===== src/rtl/rfft_pkg.sv =====
// Shared widths and mux-select encodings for the 4-bank in-place radix-2 FFT datapath.
package rfft_pkg;

  localparam int RFFT_DATA_BIT   = 16;
  localparam int RFFT_ADDR_BIT   = 3;
  localparam int RFFT_MEM_HEIGHT = 8;
  localparam int RFFT_FRAC_BIT   = 14;

  // Write-data source selected by m0
  typedef enum logic {
    SRC_LOAD = 1'b0,
    SRC_BFLY = 1'b1
  } wr_src_e;

  // Input-permute settings that pass r0..r3 straight through to a0..a3
  localparam logic       M11_IDENT = 1'b0;
  localparam logic [1:0] M12_IDENT = 2'd1;
  localparam logic [1:0] M13_IDENT = 2'd1;
  localparam logic       M14_IDENT = 1'b1;

  // Output-permute settings packed as {m21, m22, m23, m24}
  localparam logic [3:0] OUT_NORMAL = 4'b0011;
  localparam logic [3:0] OUT_SWAP   = 4'b1100;

endpackage


===== src/rtl/rfft_butterfly.sv =====
// Combinational input permute, optional Q2.14 twiddle multiply, radix-2 butterfly
// and output permute.
module rfft_butterfly
  import rfft_pkg::*;
#(
  parameter int DATA_BIT = RFFT_DATA_BIT,
  parameter int FRAC_BIT = RFFT_FRAC_BIT
) (
  input  logic [DATA_BIT-1:0] r0,
  input  logic [DATA_BIT-1:0] r1,
  input  logic [DATA_BIT-1:0] r2,
  input  logic [DATA_BIT-1:0] r3,
  input  logic                m11,
  input  logic [1:0]          m12,
  input  logic [1:0]          m13,
  input  logic                m14,
  input  logic                m21,
  input  logic                m22,
  input  logic                m23,
  input  logic                m24,
  input  logic                bypass_en,
  input  logic [DATA_BIT-1:0] w_r,
  input  logic [DATA_BIT-1:0] w_i,
  output logic [DATA_BIT-1:0] d0,
  output logic [DATA_BIT-1:0] d1,
  output logic [DATA_BIT-1:0] d2,
  output logic [DATA_BIT-1:0] d3
);

  localparam int PW = 2 * DATA_BIT;

  logic signed [DATA_BIT-1:0] a0, a1, a2, a3;
  logic signed [DATA_BIT-1:0] t_r, t_i;
  logic signed [DATA_BIT-1:0] y0, y1, y2, y3;
  logic signed [PW-1:0]       p_rr, p_ii, p_ri, p_ir;
  logic signed [PW:0]         sum_r, sum_i, sh_r, sh_i;
  logic                       unused_sh_bits;

  always_comb begin
    a0 = m11 ? r1 : r0;
    case (m12)
      2'd0:    a1 = r0;
      2'd1:    a1 = r1;
      2'd2:    a1 = r2;
      default: a1 = r3;
    endcase
    case (m13)
      2'd0:    a2 = r1;
      2'd1:    a2 = r2;
      default: a2 = r3;
    endcase
    a3 = m14 ? r3 : r2;
  end

  // Full-precision complex multiply; shifting then truncating matches floor((a*w)/2^FRAC_BIT)
  always_comb begin
    p_rr  = a2 * $signed(w_r);
    p_ii  = a3 * $signed(w_i);
    p_ri  = a2 * $signed(w_i);
    p_ir  = a3 * $signed(w_r);
    sum_r = {p_rr[PW-1], p_rr} - {p_ii[PW-1], p_ii};
    sum_i = {p_ri[PW-1], p_ri} + {p_ir[PW-1], p_ir};
    sh_r  = sum_r >>> FRAC_BIT;
    sh_i  = sum_i >>> FRAC_BIT;
    if (bypass_en) begin
      t_r = a2;
      t_i = a3;
    end else begin
      t_r = sh_r[DATA_BIT-1:0];
      t_i = sh_i[DATA_BIT-1:0];
    end
  end

  assign unused_sh_bits = ^{sh_r[PW:DATA_BIT], sh_i[PW:DATA_BIT]};

  always_comb begin
    y0 = a0 + t_r;
    y1 = a1 + t_i;
    y2 = a0 - t_r;
    y3 = a1 - t_i;
    d0 = m21 ? y2 : y0;
    d1 = m22 ? y3 : y1;
    d2 = m23 ? y2 : y0;
    d3 = m24 ? y3 : y1;
  end

endmodule


===== src/rtl/rfft_4pt.sv =====
// Four register-file banks with combinational read and in-place write-back of
// either raw samples or butterfly results; all control comes from outside.
module rfft_4pt
  import rfft_pkg::*;
#(
  parameter int DATA_BIT   = RFFT_DATA_BIT,
  parameter int ADDR_BIT   = RFFT_ADDR_BIT,
  parameter int MEM_HEIGHT = RFFT_MEM_HEIGHT,
  parameter int FRAC_BIT   = RFFT_FRAC_BIT
) (
  input  logic [DATA_BIT-1:0]   in0,
  input  logic [DATA_BIT-1:0]   in1,
  input  logic [DATA_BIT-1:0]   in2,
  input  logic [DATA_BIT-1:0]   in3,
  output logic [DATA_BIT-1:0]   mem0_i,
  output logic [DATA_BIT-1:0]   mem1_i,
  output logic [DATA_BIT-1:0]   mem2_i,
  output logic [DATA_BIT-1:0]   mem3_i,
  output logic [DATA_BIT-1:0]   mem0,
  output logic [DATA_BIT-1:0]   mem1,
  output logic [DATA_BIT-1:0]   mem2,
  output logic [DATA_BIT-1:0]   mem3,
  input  logic                  m0,
  input  logic                  m11,
  input  logic [1:0]            m12,
  input  logic [1:0]            m13,
  input  logic                  m14,
  input  logic                  m21,
  input  logic                  m22,
  input  logic                  m23,
  input  logic                  m24,
  input  logic                  en,
  input  logic                  we,
  input  logic                  re,
  input  logic [DATA_BIT-1:0]   w_r,
  input  logic [DATA_BIT-1:0]   w_i,
  input  logic                  bypass_en,
  input  logic [4*ADDR_BIT-1:0] addr_read,
  input  logic [4*ADDR_BIT-1:0] addr_write,
  input  logic                  clk,
  input  logic                  rst
);

  logic [DATA_BIT-1:0] bank_q [4][MEM_HEIGHT];
  logic [DATA_BIT-1:0] bank_d [4][MEM_HEIGHT];
  logic [DATA_BIT-1:0] rd     [4];
  logic [DATA_BIT-1:0] wd     [4];
  logic [DATA_BIT-1:0] ld     [4];
  logic [DATA_BIT-1:0] bf     [4];
  wr_src_e             wr_src;

  // Reads see only registered contents, so a same-cycle write is not forwarded
  always_comb begin
    for (int k = 0; k < 4; k++) begin
      rd[k] = '0;
      if (en && re) rd[k] = bank_q[k][addr_read[k*ADDR_BIT +: ADDR_BIT]];
    end
  end

  assign mem0 = rd[0];
  assign mem1 = rd[1];
  assign mem2 = rd[2];
  assign mem3 = rd[3];

  rfft_butterfly #(
    .DATA_BIT (DATA_BIT),
    .FRAC_BIT (FRAC_BIT)
  ) u_bfly (
    .r0        (rd[0]),
    .r1        (rd[1]),
    .r2        (rd[2]),
    .r3        (rd[3]),
    .m11       (m11),
    .m12       (m12),
    .m13       (m13),
    .m14       (m14),
    .m21       (m21),
    .m22       (m22),
    .m23       (m23),
    .m24       (m24),
    .bypass_en (bypass_en),
    .w_r       (w_r),
    .w_i       (w_i),
    .d0        (bf[0]),
    .d1        (bf[1]),
    .d2        (bf[2]),
    .d3        (bf[3])
  );

  assign ld[0]  = in0;
  assign ld[1]  = in1;
  assign ld[2]  = in2;
  assign ld[3]  = in3;
  assign wr_src = wr_src_e'(m0);

  always_comb begin
    for (int k = 0; k < 4; k++) begin
      wd[k] = (wr_src == SRC_BFLY) ? bf[k] : ld[k];
    end
  end

  assign mem0_i = wd[0];
  assign mem1_i = wd[1];
  assign mem2_i = wd[2];
  assign mem3_i = wd[3];

  always_comb begin
    bank_d = bank_q;
    if (en && we) begin
      for (int k = 0; k < 4; k++) begin
        bank_d[k][addr_write[k*ADDR_BIT +: ADDR_BIT]] = wd[k];
      end
    end
  end

  always_ff @(posedge clk) begin
    if (rst) begin
      for (int k = 0; k < 4; k++) begin
        for (int i = 0; i < MEM_HEIGHT; i++) begin
          bank_q[k][i] <= '0;
        end
      end
    end else begin
      bank_q <= bank_d;
    end
  end

endmodule


===== config.mk =====
export PLATFORM = sky130hd
export DESIGN_NAME = rfft_4pt
export DESIGN_NICKNAME = d
export VERILOG_FILES = /design/src/rtl/rfft_pkg.sv /design/src/rtl/rfft_butterfly.sv /design/src/rtl/rfft_4pt.sv
export SDC_FILE = /design/constraint.sdc
export NUM_CORES = 2
export LEC_CHECK = 0
export ABC_AREA = 0
export BUFFER_PORTS_ARGS = -buffer_cell sky130_fd_sc_hd__buf_4
export CORE_ASPECT_RATIO = 1.2
export CORE_UTILIZATION = 53
export DETAILED_ROUTE_END_ITERATION = 8
export MAX_ROUTING_LAYER = met4
export PLACE_DENSITY = 0.79
export RECOVER_POWER = 25
export SYNTH_ARGS = -nofsm -noshare
export SYNTH_HDL_FRONTEND = slang
export SYNTH_SLANG_ARGS = --single-unit

===== constraint.sdc =====
create_clock -name clk -period 20.1 [get_ports clk]
set_input_delay 4.02 -clock clk [delete_from_list [all_inputs] [get_ports clk]]
set_output_delay 4.02 -clock clk [all_outputs]
set_load 0.02 [all_outputs]

==> qor.txt <==
HP Class = reg2reg
Top delay family on crit path = adder cells
Worst Path Buf+Inv = 10
num rows = 140
Post-Syn Nets = 8947
Max Cap Viol = 1
cell taking the most area after synthesis = fa_1
clock power share = 17.5%
initial antenna violation count = 12
Worst R2R Setup Slack = 7.82 ns
Via Count = 53900
Via-to-Cell Ratio = 5.87
crit path time final = 19.80 ns
crit end category = primary output
CP Launch Type = primary input
clock-pin transition on the worst setup and hold timing paths = 0.06 ns
Synth top area share = 33.3%
worst slack, placed = -0.0904 ns
Main synth FF type = dfxtp_1
Post-synth EDFFs = 0
Detailed Route Iter0 Violations = 5333
switching power = 2.68 mW
Min-Delay Startpoint = bank_q[450]$_SDFFE_PP0P_
fin crit share = 98.5%
count leader, synth = inv_1
critical path arrival = 15.78 ns
slowest stage delay, CP = 0.52 ns
Worst R2R Path Depth = 46
max-slew violations = 9
Residual DRC = 0
vias in the first global route = 56900
switching part of the total = 47.8%
hold path depth = 2
Final setup viols = 0
biggest regs = bank_q: 512 flops
failing checks = capacitance limit, slew limit
Max VDD drop = 167 uV
number of fillers in the final layout = 10300
outcome = finished, violations left
port bufs = 264
fin area = 72000 um^2
Critical Path RT = 16.08 ns
syn_area_per_cell = 8.86 um^2
sequential share of power = 18.8%
clock tree buffer depth = 3
ys async rst share = 0%
YS warnings = 0
sequential fraction of the synthesis area = 15.7%
number of I/O pins = 265
layout cells sized above 1 = 11.5%
Yosys cell types = 68
Final ANT Viol Nets = 0
worst r2r src = bank_q[263]$_SDFFE_PP0P_
hpwl dp = 166000 um
most frequent cells after synthesis = 1346 x inv_1, 1088 x fa_1, 973 x nand2_1
area of the die = 125000 um^2
Slew HR = -2.61%
most frequent CP cell = fa_1
nets = 9068
Final Core Density = 59.0%
Clock Skews = 0.0170 ns
fmax = 0.0505 GHz
root buffer cell = clkbuf_16
P&R area growth vs syn = 10.1%
cell-internal power = 2.94 mW
kind of critical path = in2out
CTS tree = done
leakage power = 33.0 nW
WHS Endpoint = bank_q[450]$_SDFFE_PP0P_
Worst-Skew Late Latency = 0.61 ns
FF+latch area = 10200 um^2
overflow left after global routing = 0
largest net degree at the start of global routing = 122
Post-Synthesis Cell Area = 65300 um^2
gpl congestion = 1.07
FF+latch count, synth = 512
Placed Area = 70000 um^2
routed len/inst = 23.7 um
fin worst setup slack = 0.296 ns
H-tree depth = 2
Pre-antenna DRT Iters = 8
CTS sink cnt = 512
GR Util All Layers = 36.4%
Post-Syn Instances = 7375
CP max-delay cell = fa_1
Area contributors post-synth = fa_1 33%, dfxtp_1 16%, inv_1 7.7%
RR Endpoint = bank_q[271]$_SDFFE_PP0P_
total CTS buffers = 49
Hold Worst Slack = 0.454 ns
CTS Hold Bufs = 0
Chip Width = 323 um
Routed WL = 218000 um
Core ar. = 122000 um^2
max reg flops = 512
Worst Tran Pin Value = 1.53 ns
number of failing hold endpoints at the final stage = 0
CP Max Fanout = 27
pwr/cell area = 78.1 nW/um^2
initial core utilization = 53.6%
Die H = 387 um
most flop-heavy register = bank_q
global-route wire length before repair = 333000 um
footprint of the multi-input gates = 48800 um^2
Logic pwr share = 63.7%
total power = 5.62 mW
crit path from = addr_read[4]
==> metrics by stage <==
stage | cells | TNS, ns
floorplan | 7375 | 0
global placement | 9074 | -0.0258
detailed placement | 9074 | -0.258
CTS | 9169 | 0
global route | 9180 | -0.0425
finish | 9181 | 0
==> what timing repair did <==
action	in CTS	in global routing
gates resized for setup	1	46
setup buffers	3	0
setup endpoints to repair	8	28
==> layer usage <==
metal / global-route usage, % / vias up / share of wire, %
met4: 26.7 / 0 / 9.0
met1: 40.8 / 26700 / 33
met3: 9.66 / 930 / 11
li1: - / 23100 / -
met2: 55.9 / 3207 / 46
met5: - / - / 0
==> worst max-delay path by stage <==
stage	depth (start not counted)	slack, ns	end
floorplan	44	0.44	mem2_i[14]
global placement	47	-0.01	mem3_i[11]
detailed placement	48	-0.09	mem2_i[13]
CTS	55	0.04	mem2_i[14]
global route	55	-0.03	mem2_i[14]
finish	46	0.30	mem3_i[14]
==> tightest hold or removal path, cell delays in order, from the launching register on <==
cell and delay, ns:
dfxtp_1 0.31, nand2_1 0.05, a21oi_1 0.05
==> kinds of logic after synthesis <==
group,after synthesis,synth area share (%)
simple gates,2244,16.1
fa+ha+maj,1435,40.0
buf+inv,1790,10.3
mux,291,7.25
compound gates,954,8.53
flops,512,15.7
xor+xnor,149,2.09
==> power groups by stage <==
| stage | Sequential, mW | Combinational (mW) | Clock (mW) |
|---|---|---|---|
| after detailed placement | 1.08 | 3.41 | 0 |
| after floorplan | 1.07 | 1.89 | 0 |
| after global placement | 1.08 | 3.37 | 0 |
| after global routing | 1.06 | 3.75 | 1.02 |
| after CTS | 1.05 | 3.43 | 0.986 |
| final | 1.05 | 3.58 | 0.984 |
==> layout make-up <==
cell class                 instances  share of cell area, %
multi-input combinational       5073                   67.8
antenna                           11                 0.0383
sequential                       512                   14.2
inverter                        1349                   7.04
timing repair buffer             511                   5.66
clock inverter                    21                  0.356
clock buffer                      71                   2.00
tap                             1633                   2.84
==> cells in the final DEF (no fill, tap or decap), drive strengths merged, types with 86 or more instances in the layout <==
cell / synthesis / final
nand2: 973 / 973
mux4: 142 / 142
dfxtp: 512 / 512
inv: 1346 / 1350
o21ai: 170 / 170
ha: 347 / 347
buf: 40 / 510
and2: 399 / 399
xnor2: 114 / 114
nor2b: 226 / 226
nor2: 368 / 368
fa: 1088 / 1088
a211oi: 86 / 86
a21oi: 493 / 493
mux2i: 115 / 115
No activity file was read; power rests on OpenSTA's default activity.
